### src/rtl/aes_core_sequencer_pkg.sv
// Shared AES sequencing types: cipher operation encoding and sequencer state encoding.
package aes_core_sequencer_pkg;

    typedef enum logic {
        AES_ENC = 1'b0,
        AES_DEC = 1'b1
    } aes_op_e;

    // Sparse encoding leaves unused codes that the FSM folds back to IDLE.
    typedef enum logic [2:0] {
        IDLE   = 3'b000,
        DKG    = 3'b011,
        FINISH = 3'b101,
        CLEAR  = 3'b110
    } seq_state_e;

endpackage

### src/rtl/aes_core_sequencer_if.sv
// Request/completion handshake between the AES sequencer (master) and the cipher core (slave).
interface aes_core_sequencer_if;

    logic in_valid;
    logic in_ready;
    logic start;
    logic dec_key_gen;
    logic key_clear;
    logic data_out_clear;
    logic out_valid;
    logic out_ready;

    modport master (
        output in_valid, start, dec_key_gen, key_clear, data_out_clear, out_ready,
        input  in_ready, out_valid
    );

    modport slave (
        input  in_valid, start, dec_key_gen, key_clear, data_out_clear, out_ready,
        output in_ready, out_valid
    );

endinterface

### src/rtl/aes_core_sequencer.sv
// Sequencer between the AES register file and the cipher core: issues start,
// decryption-key-generation and clear requests and tracks output-register ownership.
//
// state  | meaning
// IDLE   | request (clear or start) is presented to the cipher from here
// DKG    | cipher is generating the decryption round key
// FINISH | cipher is processing a data block
// CLEAR  | cipher is wiping key and/or output state
module aes_core_sequencer
    import aes_core_sequencer_pkg::*;
(
    input  logic                        clk_i,
    input  logic                        rst_ni,
    input  logic                        op_i,
    input  logic                        manual_op_i,
    input  logic                        start_i,
    input  logic                        data_in_full_i,
    input  logic                        key_written_i,
    input  logic                        key_clear_req_i,
    input  logic                        data_out_clear_req_i,
    input  logic                        data_out_read_i,
    aes_core_sequencer_if.master        cipher,
    output logic                        data_in_clear_o,
    output logic                        data_out_we_o,
    output logic                        output_valid_o,
    output logic                        idle_o,
    output logic                        stall_o
);

    seq_state_e state_q;
    logic       start_q;
    logic       key_new_q;
    logic       clr_key_q;
    logic       clr_data_q;
    logic       clr_data_issued_q;
    logic       output_valid_q;

    logic       trigger;
    logic       clear_pend;
    logic       dkg_req;
    logic       fin_ready;
    logic       in_hs;
    logic       out_hs;
    logic       clear_acc;
    logic       start_acc;

    assign trigger    = manual_op_i ? start_q : data_in_full_i;
    assign clear_pend = clr_key_q | clr_data_q;
    assign dkg_req    = (op_i == AES_DEC) & key_new_q;
    assign fin_ready  = ~output_valid_q | data_out_read_i;

    assign in_hs  = cipher.in_valid & cipher.in_ready;
    assign out_hs = cipher.out_valid & cipher.out_ready;

    assign clear_acc = in_hs & clear_pend;
    // A key-generation request does not consume the data, so the trigger stays armed for the reissue.
    assign start_acc = in_hs & ~clear_pend & ~dkg_req;

    assign output_valid_o = output_valid_q;

    always_comb begin
        cipher.in_valid       = 1'b0;
        cipher.start          = 1'b0;
        cipher.dec_key_gen    = 1'b0;
        cipher.key_clear      = 1'b0;
        cipher.data_out_clear = 1'b0;
        cipher.out_ready      = 1'b0;
        data_in_clear_o       = 1'b0;
        data_out_we_o         = 1'b0;
        idle_o                = 1'b0;
        stall_o               = 1'b0;
        case (state_q)
            IDLE: begin
                idle_o = ~trigger & ~clear_pend;
                if (clear_pend) begin
                    cipher.in_valid       = 1'b1;
                    cipher.key_clear      = clr_key_q;
                    cipher.data_out_clear = clr_data_q;
                end else if (trigger) begin
                    cipher.in_valid    = 1'b1;
                    cipher.start       = 1'b1;
                    cipher.dec_key_gen = dkg_req;
                    data_in_clear_o    = cipher.in_ready & ~dkg_req;
                end
            end
            DKG: begin
                cipher.out_ready = 1'b1;
            end
            FINISH: begin
                cipher.out_ready = fin_ready;
                stall_o          = cipher.out_valid & ~fin_ready;
                data_out_we_o    = cipher.out_valid & fin_ready;
            end
            CLEAR: begin
                cipher.out_ready = 1'b1;
            end
            default: begin
            end
        endcase
    end

    always_ff @(posedge clk_i or negedge rst_ni) begin
        if (!rst_ni) begin
            state_q           <= IDLE;
            start_q           <= 1'b0;
            key_new_q         <= 1'b0;
            clr_key_q         <= 1'b0;
            clr_data_q        <= 1'b0;
            clr_data_issued_q <= 1'b0;
            output_valid_q    <= 1'b0;
        end else begin
            case (state_q)
                IDLE: begin
                    if (in_hs) begin
                        if (clear_pend)   state_q <= CLEAR;
                        else if (dkg_req) state_q <= DKG;
                        else              state_q <= FINISH;
                    end
                end
                DKG, FINISH, CLEAR: begin
                    if (out_hs) state_q <= IDLE;
                end
                default: state_q <= IDLE;
            endcase

            start_q    <= (start_q & ~start_acc) | start_i;
            clr_key_q  <= (clr_key_q & ~clear_acc) | key_clear_req_i;
            clr_data_q <= (clr_data_q & ~clear_acc) | data_out_clear_req_i;
            if (clear_acc) clr_data_issued_q <= clr_data_q;

            if (key_written_i)                    key_new_q <= 1'b1;
            else if ((state_q == DKG) && out_hs) key_new_q <= 1'b0;

            if (data_out_we_o) begin
                output_valid_q <= 1'b1;
            end else if (data_out_read_i ||
                         ((state_q == CLEAR) && out_hs && clr_data_issued_q)) begin
                output_valid_q <= 1'b0;
            end
        end
    end

endmodule
### src/flat_wrapper.sv
// flat-port wrapper written by rule: the top's interface ports become plain ports
module aes_core_sequencer_flat import aes_core_sequencer_pkg::*;
  (clk_i, rst_ni, op_i, manual_op_i, start_i, data_in_full_i, key_written_i, key_clear_req_i, data_out_clear_req_i, data_out_read_i, data_in_clear_o, data_out_we_o, output_valid_o, idle_o, stall_o, cipher_in_valid, cipher_start, cipher_dec_key_gen, cipher_key_clear, cipher_data_out_clear, cipher_out_ready, cipher_in_ready, cipher_out_valid);
  aes_core_sequencer_if cipher_i ();
  input  logic clk_i;
  input  logic rst_ni;
  input  logic op_i;
  input  logic manual_op_i;
  input  logic start_i;
  input  logic data_in_full_i;
  input  logic key_written_i;
  input  logic key_clear_req_i;
  input  logic data_out_clear_req_i;
  input  logic data_out_read_i;
  output logic data_in_clear_o;
  output logic data_out_we_o;
  output logic output_valid_o;
  output logic idle_o;
  output logic stall_o;
  output wire logic [$bits(cipher_i.in_valid)-1:0] cipher_in_valid;
  output wire logic [$bits(cipher_i.start)-1:0] cipher_start;
  output wire logic [$bits(cipher_i.dec_key_gen)-1:0] cipher_dec_key_gen;
  output wire logic [$bits(cipher_i.key_clear)-1:0] cipher_key_clear;
  output wire logic [$bits(cipher_i.data_out_clear)-1:0] cipher_data_out_clear;
  output wire logic [$bits(cipher_i.out_ready)-1:0] cipher_out_ready;
  input wire logic [$bits(cipher_i.in_ready)-1:0] cipher_in_ready;
  input wire logic [$bits(cipher_i.out_valid)-1:0] cipher_out_valid;
  assign cipher_in_valid = cipher_i.in_valid;
  assign cipher_start = cipher_i.start;
  assign cipher_dec_key_gen = cipher_i.dec_key_gen;
  assign cipher_key_clear = cipher_i.key_clear;
  assign cipher_data_out_clear = cipher_i.data_out_clear;
  assign cipher_out_ready = cipher_i.out_ready;
  assign cipher_i.in_ready = cipher_in_ready;
  assign cipher_i.out_valid = cipher_out_valid;
  aes_core_sequencer u_core (.clk_i(clk_i), .rst_ni(rst_ni), .op_i(op_i), .manual_op_i(manual_op_i), .start_i(start_i), .data_in_full_i(data_in_full_i), .key_written_i(key_written_i), .key_clear_req_i(key_clear_req_i), .data_out_clear_req_i(data_out_clear_req_i), .data_out_read_i(data_out_read_i), .cipher(cipher_i), .data_in_clear_o(data_in_clear_o), .data_out_we_o(data_out_we_o), .output_valid_o(output_valid_o), .idle_o(idle_o), .stall_o(stall_o));
endmodule
### config.mk
export PLATFORM = sky130hd
export DESIGN_NAME = aes_core_sequencer_flat
export DESIGN_NICKNAME = d
export VERILOG_FILES = /design/src/rtl/aes_core_sequencer_pkg.sv /design/src/rtl/aes_core_sequencer_if.sv /design/src/rtl/aes_core_sequencer.sv /design/src/flat_wrapper.sv
export SDC_FILE = /design/constraint.sdc
export NUM_CORES = 1
export LEC_CHECK = 0
export ABC_AREA = 1
export CORE_MARGIN = 2
export CORE_UTILIZATION = 45
export CTS_CLUSTER_SIZE = 12
export DETAILED_ROUTE_END_ITERATION = 10
export MAX_ROUTING_LAYER = met4
export PLACE_DENSITY = 0.82
export SYNTH_ARGS = -nofsm -noshare
export SYNTH_HDL_FRONTEND = slang
export SYNTH_SLANG_ARGS = --single-unit
### constraint.sdc
create_clock -name clk_i -period 2 [get_ports clk_i]
set_input_delay 0.2 -clock clk_i [delete_from_list [all_inputs] [get_ports clk_i]]
set_output_delay 0.2 -clock clk_i [all_outputs]
set_load 0.05 [all_outputs]
# Yosys cells after proc, flatten, opt, wreduce, memory -nomap -nowiden
# Cells that the tools add are included.
totals:
  word_cells: 76
  output_inout_bits: 11
  regBits: 9
  inputBits: 12
op_classes:
  muxes: 29
  n_reduce_logical: 10
  n_bitwise: 25
  n_eq_ne: 5
op_table:
  columns: ["op", "n"]
  rows:
  - ["$mux W1", 23]
  - ["$and A1 B1 Y1", 13]
  - ["$mux W3", 4]
  - ["$not A1 Y1", 7]
  - ["$eq A3 B3 Y1 const B", 2]
  - ["$pmux W3 S2", 1]
  - ["$or A1 B1 Y1", 5]
  - ["$ne A2 B1 Y1 const B", 2]
  - ["$reduce_bool A2 Y1", 2]
  - ["$eq A3 B2 Y1 const B", 1]
  - ["$logic_and A1 B1 Y1", 3]
  - ["$logic_not A3 Y1", 1]
  - ["$reduce_or A3 Y1", 1]
  - ["$pmux W1 S2", 1]
  - ["$reduce_and A2 Y1", 1]
  - ["$reduce_or A2 Y1", 1]
  - ["$logic_or A1 B1 Y1", 1]

# Longest topological paths before layout
depth:
  depth_word: 10
  depth_mapped: 10
  depth_no_buf: 10

# Worst setup path before layout
# Ideal clock, no wire load.
synth_path:
  path_kind: "register to output"
  from: "register u_core.output_valid_q, in the netlist u_core.output_valid_o"
  to: "output port stall_o"
  arrival_time_ns: 1.854
  path_buffers: 0
  path_stages_with_launch: 3
  path_slack_ns: -0.054
  t_required_ns: 1.800
  path_cell_list: "dfrtp_1 nand2_2 nor3_1"
synth_between:
  elab_chain_cells: 5
synth_rtl:
  columns: ["element", "line_no", "source"]
  rows:
  - ["start: declaration", "aes_core_sequencer.sv:36", "logic output_valid_q;"]
  - ["start signal: assignment", "aes_core_sequencer.sv:110", "output_valid_q <= 1'b0;"]
  - ["start signal: assignment", "aes_core_sequencer.sv:135", "output_valid_q <= 1'b1;"]
  - ["start signal: assignment", "aes_core_sequencer.sv:138", "output_valid_q <= 1'b0;"]
  - ["$not A1 Y1", "aes_core_sequencer.sv:50", "assign fin_ready = ~output_valid_q | data_out_read_i;"]
  - ["$or A1 B1 Y1", "aes_core_sequencer.sv:50", null]
  - ["$not A1 Y1", "aes_core_sequencer.sv:91", "stall_o = cipher.out_valid & ~fin_ready;"]
  - ["$and A1 B1 Y1", "aes_core_sequencer.sv:91", null]
  - ["$mux W1", "aes_core_sequencer.sv:72", "case (state_q)"]
  - ["end: declaration", "flat_wrapper.sv:19", "output logic stall_o;"]
# Every way passes these cells.

# Worst setup path after layout
layout_path:
  from: "register u_core.state_q[2]"
  to: "output port cipher_dec_key_gen"
layout_between:
  elab_chain_cells: 2
layout_rtl:
  columns: ["element", "line_no", "source"]
  rows:
  - ["start: declaration", "aes_core_sequencer.sv:30", "seq_state_e state_q;"]
  - ["start signal: assignment", "aes_core_sequencer.sv:104", "state_q <= IDLE;"]
  - ["start signal: assignment", "aes_core_sequencer.sv:115", "if (clear_pend) state_q <= CLEAR;"]
  - ["start signal: assignment", "aes_core_sequencer.sv:116", "else if (dkg_req) state_q <= DKG;"]
  - ["$logic_not A3 Y1", "aes_core_sequencer.sv:72", null]
  - ["$mux W1", "aes_core_sequencer.sv:72", null]
  - ["end: declaration", "flat_wrapper.sv:22", "output wire logic [$bits(cipher_i.dec_key_gen)-1:0] cipher_dec_key_gen;"]
# Every way passes these cells.

==> impl_metrics.env <==
export IMPL_cts_sinks=9
export IMPL_avgRoutedWirePerCell_um=10.9
export IMPL_gr_usage_met2=0.343
export IMPL_hold_class="input port to async pin"
export IMPL_grt_ovfl_total=0
export IMPL_syn_area_um2=593
export IMPL_antenna_cells=0
export IMPL_dr_pass1_iters=2
export IMPL_drive_above_1_share=0.288
export IMPL_ctsResizeCount=0
export IMPL_power_mw=1.14
export IMPL_final_area_um2=938
export IMPL_clk_pin_slew_ps=60
export IMPL_ir_drop_uv=965
export IMPL_power_leakage_nw=0.468
export IMPL_postRouteAntennaNets=0
export IMPL_syn_num_nets=90
export IMPL_via_count=573
export IMPL_initial_core_util=0.467
export IMPL_gp_routability_congestion=0.727
export IMPL_dp_hpwl_mm=1.09
export IMPL_crit_type="register to primary output"
export IMPL_grt_use_total=0.193
export IMPL_grt_pass1_wl_mm=2.03
export IMPL_slew_violations=0
export IMPL_antenna_found_initial=0
export IMPL_cp_start_kind="register"
export IMPL_register_area_um2=225
export IMPL_grt_pass1_vias=530
export IMPL_power_density_nw_per_um2=1220
export IMPL_holdWs_ps=235
export IMPL_synth_top_area_frac=0.380
export IMPL_clk_latency_ps=260
export IMPL_tns_ps=0
export IMPL_maxCapViolations=0
export IMPL_clockRootBuffer="clkbuf_4"
export IMPL_cp_top_family="simple AND/OR/NAND/NOR gates"
export IMPL_cts_hold_fix_buffers=0
export IMPL_syn_to_final_growth_pct=58.2
export IMPL_cp_slowest_stage_delay_ps=430
export IMPL_multi_input_area_um2=322
export IMPL_die_area_um2=1620
export IMPL_grtUsageMet3=0.0444
export IMPL_yosys_warnings=0
export IMPL_met1_usage=0.217
export IMPL_status="finished clean"
export IMPL_cts_max_level=1
export IMPL_io_buffers=22
export IMPL_drt_total_wl_mm=1.30
export IMPL_setup_viol=0
export IMPL_synth_avg_cell_area_um2=7.60
export IMPL_slowest_stage="dfrtp_1"
export IMPL_drcViolationCount=0
export IMPL_fmax_mhz=574
export IMPL_max_slew_margin=0.675
export IMPL_rsz0062_at_grt="false"
export IMPL_io_pins=23
export IMPL_final_fill_count=98
export IMPL_hold_viol_final=0
export IMPL_die_w_um=40.3
export IMPL_synth_seq_cells=9
export IMPL_numCtsBuffers=3
export IMPL_worst_clock_skew_ps=3.07
export IMPL_grt_busiest_layer="met2"
export IMPL_drt_iter0_drc=2
export IMPL_synth_area_leaders="dfrtp_1 38%, nand2_1 13%, nand2_4 9.5%, inv_1 7.0%, nor2_1 4.4%"
export IMPL_crit_chain="nor2_1 > nand2_2 > inv_4 > nand3_2 > nor2_1 > buf_12"
export IMPL_finalCriticalPeriod_ps=1740
export IMPL_clk_path_buf_depth=2
export IMPL_fin_crit_sh=0.871
export IMPL_critical_path_most_common_cell="nor2_1"
export IMPL_cp_data_arrival_time_ps=1540
export IMPL_required_ps=1800
export IMPL_synth_cell_types=19
export IMPL_synth_seq_area_share=0.380
export IMPL_synth_largest_area_cell="dfrtp_1"
export IMPL_endpoint_kind="primary output"
export IMPL_critPathBufInv=2
export IMPL_cts_tree="done"
export IMPL_placed_area_um2=912
export IMPL_worstPathMaxFanout=6
export IMPL_fp_dieH_um=40.3
export IMPL_core_um2=1270
export IMPL_syn_inst=78
export IMPL_routed_via_density=4.82
export IMPL_worst_pin_slew_ps=486
export IMPL_post_cts_setup_buffers=0
export IMPL_grt_max_degree=10
export IMPL_fp_row_count=13
export IMPL_num_nets_final=117
registers in the layout (all words and copies together) (netlist names):
register                  cells
u_core.clr_data_issued_q      1
u_core.clr_data_q             1
u_core.clr_key_q              1
u_core.key_new_q              1
u_core.output_valid_o         1
u_core.start_q                1
u_core.state_q                3
stage by stage:
step	instances	utilization	worst slack (ps)
after floorplan	78	-	317
after global placement	115	0.719	494
after detailed placement	115	0.719	477
after CTS	119	0.740	257
after global routing	119	0.740	186
final	119	0.740	259
power breakdown:
part           leakage (nW)  total, mW  switching, mW  internal (mW)
clock                0.0150      0.143         0.0661         0.0771
sequential            0.101      0.265         0.0394          0.226
combinational         0.351      0.736          0.459          0.277
total                 0.468       1.14          0.564          0.579
cell type report:
| class | count | share of cell area |
|---|---|---|
| Multi-Input combinational cell | 56 | 0.343 |
| Timing Repair Buffer | 22 | 0.315 |
| Sequential cell | 9 | 0.240 |
| Inverter | 13 | 0.0547 |
| Clock buffer | 4 | 0.0280 |
| Tap cell | 15 | 0.0200 |
Yosys cell counts (all sizes together):
cell    count
o22ai       1
a31oi       1
a21oi       1
nand3       6
o21ai       2
nor3        2
dfrtp       9
inv        13
o21bai      3
a21o        1
nor2       10
nand2      29
final timing paths:
check	start	to	slack, ps	depth (start not counted)
max in group asynchronous	rst_ni	u_core.state_q[1]	1470	1
worst max register to register	u_core.state_q[2]	u_core.state_q[0]	720	8
worst min-delay path	rst_ni	u_core.clr_data_issued_q	230	1
worst max-delay path	u_core.state_q[2]	cipher_dec_key_gen	260	6
min in group clk_i	u_core.clr_data_issued_q	u_core.clr_data_issued_q	500	2
worst min register to register	u_core.clr_data_issued_q	u_core.clr_data_issued_q	500	2
placed cells by master (no fill, tap or decap):
| cell type | count |
|---|---|
| clkdlybuf4s50_1 | 12 |
| o22ai_1 | 1 |
| inv_4 | 1 |
| inv_1 | 11 |
| nand2_1 | 20 |
| a21oi_1 | 1 |
| nand2_2 | 4 |
| buf_12 | 8 |
| inv_2 | 1 |
| clkbuf_4 | 3 |
| a31oi_1 | 1 |
| nand3_2 | 1 |
| o21ai_1 | 2 |
| nor2_1 | 7 |
| a21o_1 | 1 |
| nor3_1 | 1 |
| clkbuf_1 | 1 |
| dfrtp_1 | 9 |
| nand3_4 | 1 |
| o21bai_1 | 3 |
| nor3_2 | 1 |
| nor2_2 | 3 |
| nand3_1 | 4 |
| nand2_4 | 5 |
| buf_4 | 2 |
per-layer routing:
layer | wire, um | part of all wire
met1 | 500 | 0.39
met2 | 680 | 0.52
met3 | 98 | 0.076
met4 | 17 | 0.013
met5 | 0 | 0
logic make-up (layout without fill, tap and decap cells):
group / Yosys count / count (layout) / synth area share
AO/OA/AOI/OAI: 9 / 9 / 0.0971
buffers and inverters: 13 / 39 / 0.0865
AND/OR/NAND/NOR: 47 / 47 / 0.437
flip-flops: 9 / 9 / 0.380
No activity file was read; power rests on OpenSTA's default activity.
